### config.mk
export PLATFORM = sky130hd
export DESIGN_NAME = pipelined_barrel_shifter
export DESIGN_NICKNAME = d
export VERILOG_FILES = /design/src/rtl/pipelined_barrel_shifter.sv
export SDC_FILE = /design/constraint.sdc
export NUM_CORES = 1
export LEC_CHECK = 0
export BUFFER_PORTS_ARGS = -buffer_cell sky130_fd_sc_hd__buf_2
export CAP_MARGIN = 25
export CORE_MARGIN = 3
export CORE_UTILIZATION = 25
export DETAILED_ROUTE_END_ITERATION = 10
export HOLD_SLACK_MARGIN = 0.02
export PLACE_DENSITY = 0.42
export SLEW_MARGIN = 10
export SYNTH_ARGS = -nofsm -noshare
export SYNTH_HDL_FRONTEND = slang
export SYNTH_SLANG_ARGS = --single-unit
### constraint.sdc
create_clock -name clock -period 4.1 [get_ports clock]
set_clock_uncertainty 0.2 [all_clocks]
set_input_delay 0 -clock clock [delete_from_list [all_inputs] [get_ports clock]]
set_output_delay 0 -clock clock [all_outputs]
set_load 0.01 [all_outputs]
### src/rtl/pipelined_barrel_shifter.sv
// Log-stage barrel shifter (SLL/SRL/SRA/ROR) with a configurable set of
// registered stage boundaries and a single global valid/ready advance.
// Stage k shifts by 2^k when shamt[k] is set; stages run from the MSB
// of shamt down to bit 0. REG_MASK bit k places a register after stage k.

module pipelined_barrel_shifter #(
  parameter int                 WIDTH    = 32,
  parameter int                 SHAMT_W  = $clog2(WIDTH),
  parameter logic [SHAMT_W-1:0] REG_MASK = SHAMT_W'(5'b10100)
) (
  input  logic               clock,
  input  logic               reset,
  input  logic               in_valid,
  output logic               in_ready,
  input  logic [WIDTH-1:0]   in_data,
  input  logic [SHAMT_W-1:0] in_shamt,
  input  logic [1:0]         in_op,
  output logic               out_valid,
  input  logic               out_ready,
  output logic [WIDTH-1:0]   out_data
);

  localparam logic [1:0] OP_SLL = 2'b00;
  localparam logic [1:0] OP_SRL = 2'b01;
  localparam logic [1:0] OP_SRA = 2'b10;
  localparam logic [1:0] OP_ROR = 2'b11;

  function automatic int popcount(input logic [SHAMT_W-1:0] m);
    int n;
    n = 0;
    for (int b = 0; b < SHAMT_W; b++) begin
      if (m[b]) n++;
    end
    return n;
  endfunction

  // Input-to-output latency in cycles (number of registered boundaries).
  localparam int LAT = popcount(REG_MASK);

  // Everything a beat needs to finish its shift downstream: the sign bit is
  // the original operand MSB so later SRA stages fill correctly.
  typedef struct packed {
    logic               valid;
    logic               sign;
    logic [1:0]         op;
    logic [SHAMT_W-1:0] shamt;
    logic [WIDTH-1:0]   data;
  } beat_t;

  beat_t head;
  beat_t tail;
  logic  adv;
  logic  unused_tail;

  // A beat presented while reset is high is never launched.
  assign head = '{valid: in_valid & ~reset,
                  sign:  in_data[WIDTH-1],
                  op:    in_op,
                  shamt: in_shamt,
                  data:  in_data};

  for (genvar i = 0; i < SHAMT_W; i++) begin : g_stage
    localparam int K   = SHAMT_W - 1 - i;
    localparam int AMT = 1 << K;

    beat_t cur;
    beat_t nxt;
    beat_t dn;

    if (i == 0) begin : g_first
      assign cur = head;
    end else begin : g_link
      assign cur = g_stage[i-1].dn;
    end

    // Conditional shift by 2^K; fill depends on the op carried with the beat.
    always_comb begin
      nxt = cur;
      if (cur.shamt[K]) begin
        unique case (cur.op)
          OP_SLL: nxt.data = cur.data << AMT;
          OP_SRL: nxt.data = cur.data >> AMT;
          OP_SRA: nxt.data = (cur.data >> AMT)
                             | (cur.sign ? ~({WIDTH{1'b1}} >> AMT) : {WIDTH{1'b0}});
          OP_ROR: nxt.data = (cur.data >> AMT) | (cur.data << (WIDTH - AMT));
        endcase
      end
    end

    if (REG_MASK[K]) begin : g_reg
      beat_t q;

      // Boundary register: loads on every advance (bubbles included), holds on stall.
      always_ff @(posedge clock) begin
        if (reset) begin
          q <= '0;
        end else if (adv) begin
          q <= nxt;
        end
      end

      assign dn = q;
    end else begin : g_wire
      assign dn = nxt;
    end
  end

  assign tail      = g_stage[SHAMT_W-1].dn;
  assign out_valid = tail.valid;
  assign out_data  = tail.data;

  // Only valid and data leave the block; the rest of the beat ends here.
  assign unused_tail = ^{tail.sign, tail.op, tail.shamt};

  // Whole pipeline moves together unless a finished result is stuck.
  assign adv = ~out_valid | out_ready;

  // Fully combinational build has no storage to absorb a beat, so it simply
  // mirrors the consumer. Reset always reads as ready since it flushes anyway.
  assign in_ready = reset | ((LAT == 0) ? out_ready : adv);

endmodule

* Yosys cells after proc, flatten, opt, wreduce, memory -nomap -nowiden
Index checks and enable logic that the tools add are counted.
** Word-level totals
- Output and inout bits :: 34
- Bits of input ports :: 43
- Register bits :: 78
- Word-level logic and storage cells :: 52
** Cells by class
- Equality and inequality tests :: 9
- Multiplexer cells :: 15
- Reduce and logical (&&, ||, !) cells :: 3
- Bitwise gates (word level) :: 15
** Operator list (count)
- $pmux W32 S4 :: 5
- $mux W32 :: 10
- $or A16 B32 Y32 :: 2
- $or A24 B32 Y32 :: 2
- $or A28 B32 Y32 :: 2
- $or A30 B32 Y32 :: 2
- $or A31 B32 Y32 :: 2
- $eq A2 B2 Y1 const B :: 6
- $eq A2 B1 Y1 const B :: 3
- $logic_not A2 Y1 :: 3
- $not A1 Y1 :: 2
- $or A1 B1 Y1 :: 2
- $and A1 B1 Y1 :: 1

* Longest topological paths before layout
- Depth in word-level cells :: 7
- Depth in mapped cells :: 8
- Depth with buffers taken out :: 4

* Worst setup path after synthesis
No wires, ideal clock.
- Path kind :: register to register
- Start :: register g_stage[0].g_reg.q, in the netlist g_stage[0].dn[38]
- End :: register g_stage[2].g_reg.q, in the netlist g_stage[2].dn[24]
- Slack :: 2.353 ns
- Path buffers :: 4
- Stages on the path, launching flop included :: 9
- Setup time :: 0.070 ns
- Required time :: 3.830 ns
- Arrival time :: 1.477 ns
- Clock period less this slack :: 1.747 ns
- Cells stage by stage :: dfxtp_1 buf_2 or2_1 buf_2 buf_6 buf_6 o221ai_1 o221ai_1 a21oi_1
** On the way
- Cells in the longest elaborated chain, start to end :: 6
- Elaborated cells between the ends (all ways) :: 10
- Classes of those cells :: eq/ne: 3; mux: 4; bitwise: 2; reduce/logical: 1
** RTL lines
- start: declaration :: RTL line 91 : beat_t q;
- start signal: assignment :: RTL line 98 : q <= nxt;
- $eq A2 B2 Y1, or another cell as far along :: RTL line 80 : unique case (cur.op)
- $pmux W32 S4 :: RTL line 80
- $mux W32 :: RTL line 79 : if (cur.shamt[K]) begin
- $or A28 B32 Y32 (on tied branches) :: RTL line 85, 84
- $pmux W32 S4 :: RTL line 80
- $mux W32 (*) :: RTL line 79
- end signal: assignment :: RTL line 98
- end: declaration :: RTL line 91
Mark *: on every way between the ends. The rest lies on a longest branch, timed or not.
A chain may end at the register's enable or synchronous reset.

* Worst setup path in the final report
- Start :: input out_ready
- End :: register g_stage[0].g_reg.q, in the netlist g_stage[0].dn[22]
** On the way
- Cells in the longest elaborated chain, start to end :: 1
** RTL lines
- start: declaration :: RTL line 19 : input logic out_ready,
- $or A1 B1 Y1 :: RTL line 116 : assign adv = ~out_valid | out_ready;
Every way passes these cells.

==> reports/qor.csv <==
metric;value;unit
synthCells;882;
gp_congestion;0.8880;
nets;1001;
synth_cell_type_count;48;
wl_per_cell;19.37;um
cts_buffer_depth;2;
reg2reg_depth;6;
num_rows;57;
root_buffer;clkbuf_16;
synth_top_area_share;24.44;%
core_area;0.02475;mm^2
hold_violations;0;
hpwlAfterDp;17.77;mm
clock_latency;0.35;ns
fill_cells;2708;
clock-sinks;78;
period_minus_slack;3.018;ns
synthToLayoutAreaGrowth;23.05;%
wirelength;24.91;mm
grt_overflow;0;
rsz0062_at_grt;no;
hold_depth;3;
vias;7024;
slew-limit-headroom;35.00;%
avgSynthCellArea;7.243;um^2
max_cap_violations;0;
async_reset_ff_share;0;%
worst_pin_slew;0.9739;ns
die_y;165.9;um
syn_nets;925;
timing.fmax;331.4;MHz
ys.flop_type;dfxtp_1;
htreeDepth;3;
worstSetupPathType;in -> reg;
hold_class;in -> reg;
syn_area;0.006389;mm^2
p_leak;0.003049;uW
start_util;25.82;%
grt_start_max_net_pins;50;
finalCritPeriodShare;73.61;%
drc_errors;0;
outcome;finished clean;
crit_top_cell;dlygate4sd3_1;
synth-seq-cells;78;
first_pass_iters;6;
cts_tree;yes;
ant_nets;0;
cp-start-kind;primary input;
dp_cells;1210;
synth.largest_area_cell;dfxtp_1;
cts_buffers;9;
track_usage;17.78;%
powerDensity;320.4;mW/mm^2
drtIter0Drc;611;
ys_warn_count;0;
cp.required;4.19;ns
crit_chain;dlygate4sd3_1, buf_2, nand2b_2, buf_4, o211ai_1, dlygate4sd3_1, a21oi_1, dlygate4sd3_1;
grt_pass1_wl;39.65;mm
synth-edff-count;0;
maxSlewViolCount;0;
cpPeakStageDelay;0.58;ns
ys_seq_area_share;24.44;%
diodes;0;
crit_path_end_kind;register;
final_common_cell;nand2_1;
synth_area_leaders;dfxtp_1 24%, mux4_2 11%, nand2_1 11%, nor2_1 8.2%, a21oi_1 5.2%;
fp.dieW;165.9;um
peakVddDrop;198.1;uV
grt_pass1_vias;6628;
die_area;0.02751;mm^2
cp.arrival;3.11;ns
tns;0;ns
grt_antenna_before_repair;0;
boundaryPins;77;
setup_violations;0;
cpMaxStageDelayCell;dlygate4sd3_1;
portBuffers;76;
path_clk_slew;0.06;ns
drive_above_1_share;18.30;%
layout_common_cells;180 x nand2_1, 138 x nor2_1, 76 x buf_2;
crit_fanout;41;
fin_cells;1286;
via_per_inst;5.462;
## repair_timing
action	CTS	global route
gates resized for setup	0	0
buffers inserted	0	0
hold buffers	60	0
endpoints found under the hold margin	45	0
## metal layers
layer,vias up,global-route usage (%),share of wire [%]
li1,3375,-,-
met3,22,2.285,4.9
met5,-,0,0
met2,234,28.19,46
met4,0,4.087,1.2
met1,3393,25.82,48
## path summary, 6_finish.rpt
check / start / end / slack [ns]
worst max-delay path: out_ready / g_stage[0].dn[22] / 1.08
worst min-delay path: in_shamt[4] / g_stage[0].dn[30] / 0.04
worst max register to register: out_valid / g_stage[0].dn[22] / 1.13
worst min register to register: g_stage[0].dn[32] / g_stage[2].dn[32] / 0.25
## synthesized netlist by cell type, types with 2 or more instances
cell / count
nand2b_1: 15
o32ai_1: 4
nor2_1: 139
a31o_2: 3
o21ai_0: 43
or3b_1: 3
inv_1: 11
o221ai_1: 7
or2_1: 2
o21a_1: 2
nor2_2: 2
mux4_2: 32
nand3_1: 4
buf_6: 4
a221oi_1: 17
mux2_2: 16
nor3_1: 23
o211a_1: 3
or4_1: 4
a221o_1: 15
o211ai_1: 22
and2_1: 4
dfxtp_1: 78
a21oi_1: 66
or3b_2: 5
a311o_1: 7
buf_2: 28
a31oi_1: 22
a21o_1: 12
buf_1: 8
a311oi_1: 17
a211oi_1: 5
mux2i_1: 12
clkbuf_1: 51
nor2b_1: 4
nand2_1: 180
## power by group
group	internal [uW]	switching (uW)	leakage, uW	total (uW)
clock	517	318	0.000151	835
sequential	821	147	0.000647	968
combinational	338	378	0.00225	716
## critical path, delay by kind of cell
family          cells  cell delay (ns)
buf+inv             5             2.31
simple gates        1             0.49
compound gates      2             0.28
## metrics by stage
step | area [um^2] | setup WS, ns | power, uW | hold slack (ns) | utilization, %
finish | 7861 | 1.082 | 2519 | 0.03725 | 31.77
floorplan | 6389 | 2.353 | 1399 | -0.05955 | -
global placement | 6932 | 1.714 | 1644 | 0.04732 | 28.01
CTS | 7841 | 1.069 | 2537 | 0.02175 | 31.69
global route | 7861 | 0.8895 | 2659 | 0.05006 | 31.77
detailed placement | 6932 | 1.676 | 1641 | 0.04695 | 28.01
## flip-flops by register name (all words and copies together) (netlist names)
register / cells
g_stage.dn: 77
out_valid: 1
## logic make-up after synthesis
| kind of cell | count (synthesis) | share of synthesized area [%] |
|---|---|---|
| mux | 60 | 15.98 |
| simple gates | 387 | 25.28 |
| compound gates | 255 | 27.28 |
| buf+inv | 102 | 7.011 |
| flops | 78 | 24.44 |
## cell type report
type	instances	area, um^2	share of cell area, %
inverters	11	41.29	0.5252
clock buffers	12	266.5	3.390
multi-input cells	702	4397	55.93
well taps	324	405.4	5.157
flip-flops and latches	78	1565	19.91
clock inverters	3	42.54	0.5411
repair buffers	156	1144	14.55
No activity file was read; power rests on OpenSTA's default activity.
